--- config.mk ---
export PLATFORM = sky130hd
export DESIGN_NAME = lfsr_sng
export DESIGN_NICKNAME = d
export VERILOG_FILES = /design/src/rtl/lfsr_sng_pkg.sv /design/src/rtl/sng_cmp.sv /design/src/rtl/lfsr_sng.sv
export SDC_FILE = /design/constraint.sdc
export NUM_CORES = 1
export LEC_CHECK = 0
export CAP_MARGIN = 20
export CORE_UTILIZATION = 49
export DETAILED_ROUTE_END_ITERATION = 10
export GPL_TIMING_DRIVEN = 0
export HOLD_SLACK_MARGIN = 0.12
export PLACE_DENSITY = 0.85
export SLEW_MARGIN = 25
export SYNTH_ARGS = -nofsm -noshare
export SYNTH_HDL_FRONTEND = slang
export SYNTH_SLANG_ARGS = --single-unit
--- constraint.sdc ---
create_clock -name TRIG -period 2.2 [get_ports TRIG]
set_input_delay 0.22 -clock TRIG [delete_from_list [all_inputs] [get_ports TRIG]]
set_output_delay 0.22 -clock TRIG [all_outputs]
set_load 0.01 [all_outputs]
--- src/rtl/lfsr_sng_pkg.sv ---
// Shared constants and tap-position helper for the stochastic number generator.
package lfsr_sng_pkg;

  localparam logic [7:0]  TAPS_8  = 8'hB8;
  localparam logic [15:0] TAPS_16 = 16'h8016;
  localparam logic [23:0] TAPS_24 = 24'hE10000;
  localparam logic [31:0] TAPS_32 = 32'h80200003;

  // State bit feeding bit k of channel c's random word.
  function automatic int tap_index(input int c, input int k, input int width,
                                   input int ch_off, input int stride);
    return (c * ch_off + k * stride) % width;
  endfunction

endpackage

--- src/rtl/sng_cmp.sv ---
// One stochastic-bit channel: random word vs probability, registered on enable.
module sng_cmp #(
  parameter int OUT_W = 8
) (
  input  logic             clk_i,
  input  logic             rst_n_i,
  input  logic             en_i,
  input  logic [OUT_W-1:0] rand_i,
  input  logic [OUT_W-1:0] prob_i,
  output logic             sn_o
);

  logic sn_q, sn_d;

  always_comb begin
    sn_d = sn_q;
    if (en_i) sn_d = (rand_i < prob_i);
  end

  always_ff @(posedge clk_i or negedge rst_n_i) begin
    if (!rst_n_i) sn_q <= 1'b0;
    else          sn_q <= sn_d;
  end

  assign sn_o = sn_q;

endmodule

--- src/rtl/lfsr_sng.sv ---
// Multi-channel LFSR stochastic number generator with seed load and frame marking.
// Optional zero-seed lockup guard: define LFSR_SNG_LOCKUP_GUARD_EN.
module lfsr_sng
  import lfsr_sng_pkg::*;
#(
  parameter int               WIDTH      = 16,
  parameter logic [WIDTH-1:0] TAPS       = TAPS_16,
  parameter logic [WIDTH-1:0] RESET_SEED = 16'hACE1,
  parameter int               OUT_W      = 8,
  parameter int               NCH        = 2,
  parameter int               BIT_STRIDE = 3,
  parameter int               CH_OFF     = 8,
  parameter int               FRAME_LEN  = 256
) (
  input  logic                 TRIG,
  input  logic                 RESET_N,
  input  logic                 EN,
  input  logic                 LOAD,
  input  logic [WIDTH-1:0]     SEED,
  input  logic [NCH*OUT_W-1:0] PROB,
  output logic [NCH*OUT_W-1:0] RAND,
  output logic [NCH-1:0]       SN,
  output logic                 FRAME_END,
  output logic                 LOCKUP
);

  localparam int             FCW  = $clog2(FRAME_LEN);
  localparam logic [FCW-1:0] LAST = FCW'(FRAME_LEN - 1);

  logic [WIDTH-1:0] lfsr_q, lfsr_d, seed_eff;
  logic [FCW-1:0]   fc_q, fc_d;
  logic             fe_q, fe_d;
  logic             fb;

  assign fb = ^(lfsr_q & TAPS);

`ifdef LFSR_SNG_LOCKUP_GUARD_EN
  logic lock_q, lock_d;
  assign seed_eff = (SEED == '0) ? WIDTH'(1) : SEED;
  assign lock_d   = lock_q | (LOAD && (SEED == '0));

  always_ff @(posedge TRIG or negedge RESET_N) begin
    if (!RESET_N) lock_q <= 1'b0;
    else          lock_q <= lock_d;
  end
  assign LOCKUP = lock_q;
`else
  assign seed_eff = SEED;
  assign LOCKUP   = 1'b0;
`endif

  always_comb begin
    lfsr_d = lfsr_q;
    fc_d   = fc_q;
    fe_d   = 1'b0;
    if (LOAD) begin
      lfsr_d = seed_eff;
      fc_d   = '0;
    end else if (EN) begin
      lfsr_d = {lfsr_q[WIDTH-2:0], fb};
      fc_d   = (fc_q == LAST) ? '0 : fc_q + FCW'(1);
      fe_d   = (fc_q == LAST);
    end
  end

  always_ff @(posedge TRIG or negedge RESET_N) begin
    if (!RESET_N) begin
      lfsr_q <= RESET_SEED;
      fc_q   <= '0;
      fe_q   <= 1'b0;
    end else begin
      lfsr_q <= lfsr_d;
      fc_q   <= fc_d;
      fe_q   <= fe_d;
    end
  end

  assign FRAME_END = fe_q;

  // Decorrelated taps: each channel reads a strided, offset view of the state.
  for (genvar c = 0; c < NCH; c++) begin : g_ch
    for (genvar k = 0; k < OUT_W; k++) begin : g_bit
      assign RAND[c*OUT_W + k] = lfsr_q[tap_index(c, k, WIDTH, CH_OFF, BIT_STRIDE)];
    end

    sng_cmp #(.OUT_W(OUT_W)) u_cmp (
      .clk_i   (TRIG),
      .rst_n_i (RESET_N),
      .en_i    (EN & ~LOAD),
      .rand_i  (RAND[c*OUT_W +: OUT_W]),
      .prob_i  (PROB[c*OUT_W +: OUT_W]),
      .sn_o    (SN[c])
    );
  end

endmodule
==> impl_results.md <==
* Post-synthesis register bit count at 27
* Delay-heaviest family, CP: flip-flops
* Root buf cell: clkbuf_4
* Initial DRC Count at between 70 and 80
* Peak fanout along the critical path at 4
* Setup Buffers After CTS at 0
* Die X at around 60 µm
* Post-CTS Resized at 0
* CP startpoint kind: flop
* Worst-margin pin slew at 597 ps
* RSZ-0062 raised after global routing: no
* Placed Cells at about 270
* Fin Setup TNS at 0 ps
* Slowest cell on the critical path: dfstp_2
* Final setup fails at 0
* Non-Filler Instances at 278
* Syn_area_per_cell at 9.48 µm²
* H-tree levels at 1
* Placer Congestion at 0.865
* CTS hold repair buffers at 1
* Vias in the first global route at 1490
* Leak at 1.03 nW
* Slew Limit Fails at 0
* Skew final at 10.6 ps
* Max Freq at 593 MHz
* Clock sinks at 27
* Max Cap Violations at 0
* DP Wirelength at 3.05 mm
* Synth top area cells: dfrtp_1 (29%), dfstp_2 (13%), ha_1 (11%), mux2i_1 (9.6%), o21ai_0 (5.1%)
* Peak supply drop at roughly 0.00036 V
* Synth warn at 0
* Max Root-Sink Buffers at 2
* Die Span Y at 60.3 µm
* Largest net degree at the start of global routing at 28
* PortBufs at 53
* Fin Hold WS at 275 ps
* Reg clk slew, reported paths at roughly 160 ps
* # diodes at 0
* Starting Density at 52.9%
* Worst setup path category: reg -> out
* Layout cell share with drive strength beyond 1 at 9.40%
* Vias at 1493
* Tot Pwr at 0.00119 W
* Worst-path cell chain: clkdlybuf4s50_1
* WL met2 at 1.89 mm
* Status: finished clean
* Area Overhead vs Synth at 37.2%
* PwrDens at ~520 mW/mm²
* Final WL at 3.94 mm
* Seq/Total Area, Yosys at 41.1%
* Total track usage at about 24%
* Period utilization at 76.7%
* Cells after synthesis at 176
* Core ar. at 0.00315 mm²
* Tmin final at around 1700 ps
* Nets at around 290
* Initial antenna violation count at 0
* Die area at 0.00364 mm²
* TritonCTS clock tree: built
* Critical path data arrival time at 1470 ps
* DRC viols at 0
* Largest area contributor in the netlist: dfrtp_1
* Met1 Routed Length at 1.78 mm
* # IOs at 56
* GRT overflow at 0
* Relative slew slack at 60.2%
* Final count of hold timing violations at 0
* Via density per instance at ~5.4
* Top-area cell type share of the netlist area at 28.5%
* Clock Latency Late Sink at 330 ps
* Synth Cell Area at 0.00167 mm²
* Cell Rows at 20
* Min-Delay Path Class: in -> reg
* Max incr delay on CP at around 600 ps
* Drt pass-1 iters at 4
* Util after Layout at between 70% and 80%
* CP bufs+invs at 1
* Synth Net Count at 227
* Worst setup EP type: primary output
* Global-route wire length before repair at 6.57 mm
* TritonCTS buffer count at 3
* Routed Antenna Nets at 0
* CP required at 1980 ps
* Library cells used by synthesis at 39
* WL met3 at 226 µm
* Top sig layer: met4
* Avg WL per Cell at 14.2 µm
[registers in the layout, summed over array words and instances (netlist names)]
name             count
g_ch.u_cmp.sn_o      2
lfsr_q              16
FRAME_END            1
fc_q                 8
[worst paths after layout]
path | endpoint | cells after the start | slack [ps] | startpoint
max reg2reg | g_ch[0].u_cmp.sn_o$_DFFE_PN0P_ | 5 | 620 | lfsr_q[3]$_DFFE_PN0P_
min reg2reg | g_ch[1].u_cmp.sn_o$_DFFE_PN0P_ | 2 | 560 | g_ch[1].u_cmp.sn_o$_DFFE_PN0P_
min | fc_q[3]$_DFFE_PN0P_ | 3 | 270 | EN
min in group asynchronous | fc_q[5]$_DFFE_PN0P_ | 2 | 400 | RESET_N
max in group asynchronous | lfsr_q[8]$_DFFE_PN0P_ | 2 | 1400 | RESET_N
max | RAND[13] | 1 | 510 | lfsr_q[7]$_DFFE_PN1P_
[worst min-delay path: cells and delay by family]
| kind | cells | cell delay (ps) |
|---|---|---|
| buf+inv | 1 | 170 |
| simple gates | 1 | 120 |
| compound gates | 1 | 70 |
[per-stage QoR]
| step | instance area (µm²) | worst slack, ps |
|---|---|---|
| CTS | 2290 | 508 |
| detailed placement | 2250 | 353 |
| finish | 2290 | 513 |
| floorplan | 1670 | 728 |
| global placement | 2250 | 396 |
| global route | 2290 | 450 |
[cell families (layout without fill, tap and decap cells)]
group	Yosys count	after routing	synth area share, %
and+or+nand+nor	50	50	15.4
other	1	1	0.225
xor gates and xnor gates	5	5	2.63
AOI/OAI and AO/OA	38	38	13.5
adders and majority gates	15	15	11.3
DFF	27	27	41.1
buffers and inverters	24	82	6.30
muxes	16	16	9.60
[final cells by class]
cell class	count	area (µm²)
Inverter	14	52.6
Fill cell	264	865
Tap cell	44	55.1
Sequential cell	27	686
Buffer	10	52.6
Multi-Input combinational cell	125	877
Timing Repair Buffer	54	536
Clock inverter	1	7.51
Clock buffer	3	22.5
[power breakdown]
part | internal [W] | switching [W] | total (W) | leakage (nW)
registers | 0.000552 | 0.0000509 | 0.000602 | 0.328
logic | 0.000217 | 0.000149 | 0.000366 | 0.689
clock network | 0.0000696 | 0.000156 | 0.000225 | 0.0139
total | 0.000838 | 0.000356 | 0.00119 | 1.03
[layer usage]
layer	global-route usage, %	vias up
met3	2.35	6
met4	9.30	0
met5	0	-
met1	32.5	710
li1	-	726
met2	40.2	51
[placed cells by master, fill, tap and decap left out, types with 2 or more instances in the layout]
cell type        synthesis  layout
clkbuf_1                 4       4
nand3_1                  3       3
o21a_1                   2       2
dfstp_2                  8       8
o2111ai_1                3       3
clkdlybuf4s50_1          0      52
a21oi_1                  8       8
nor2_1                   7       7
dfrtp_1                 19      19
nand2_1                 21      21
xnor2_1                  3       3
buf_4                    3       3
ha_1                    15      15
xor2_1                   2       2
inv_1                   14      14
mux2i_1                 16      16
o21ai_0                 17      17
clkbuf_4                 0       3
nand2b_1                 3       3
buf_2                    3       4
nand3b_1                 3       3
a31oi_1                  3       3
[cells in the mapped netlist]
library cell  number
or3b_2             1
clkbuf_1           4
buf_4              3
inv_1             14
nor2_1             7
a22o_1             1
o211ai_1           1
xor2_1             2
o21ai_0           17
a31oi_1            3
xnor2_1            3
a21oi_1            8
a211oi_1           1
o31ai_1            1
or2_2              1
and3_1             1
nand3b_1           3
or3b_1             1
or2b_1             1
mux2i_1           16
o2111ai_1          3
a2bb2oi_1          1
nand4_2            1
nand4_1            1
or3_1              1
nor3_1             1
buf_2              3
nor2b_1            1
conb_1             1
nor3b_1            1
nor4_1             1
o21a_1             2
or4_1              1
ha_1              15
dfstp_2            8
nand2_1           21
nand2b_1           3
nand3_1            3
dfrtp_1           19
No activity file was read; power rests on OpenSTA's default activity.
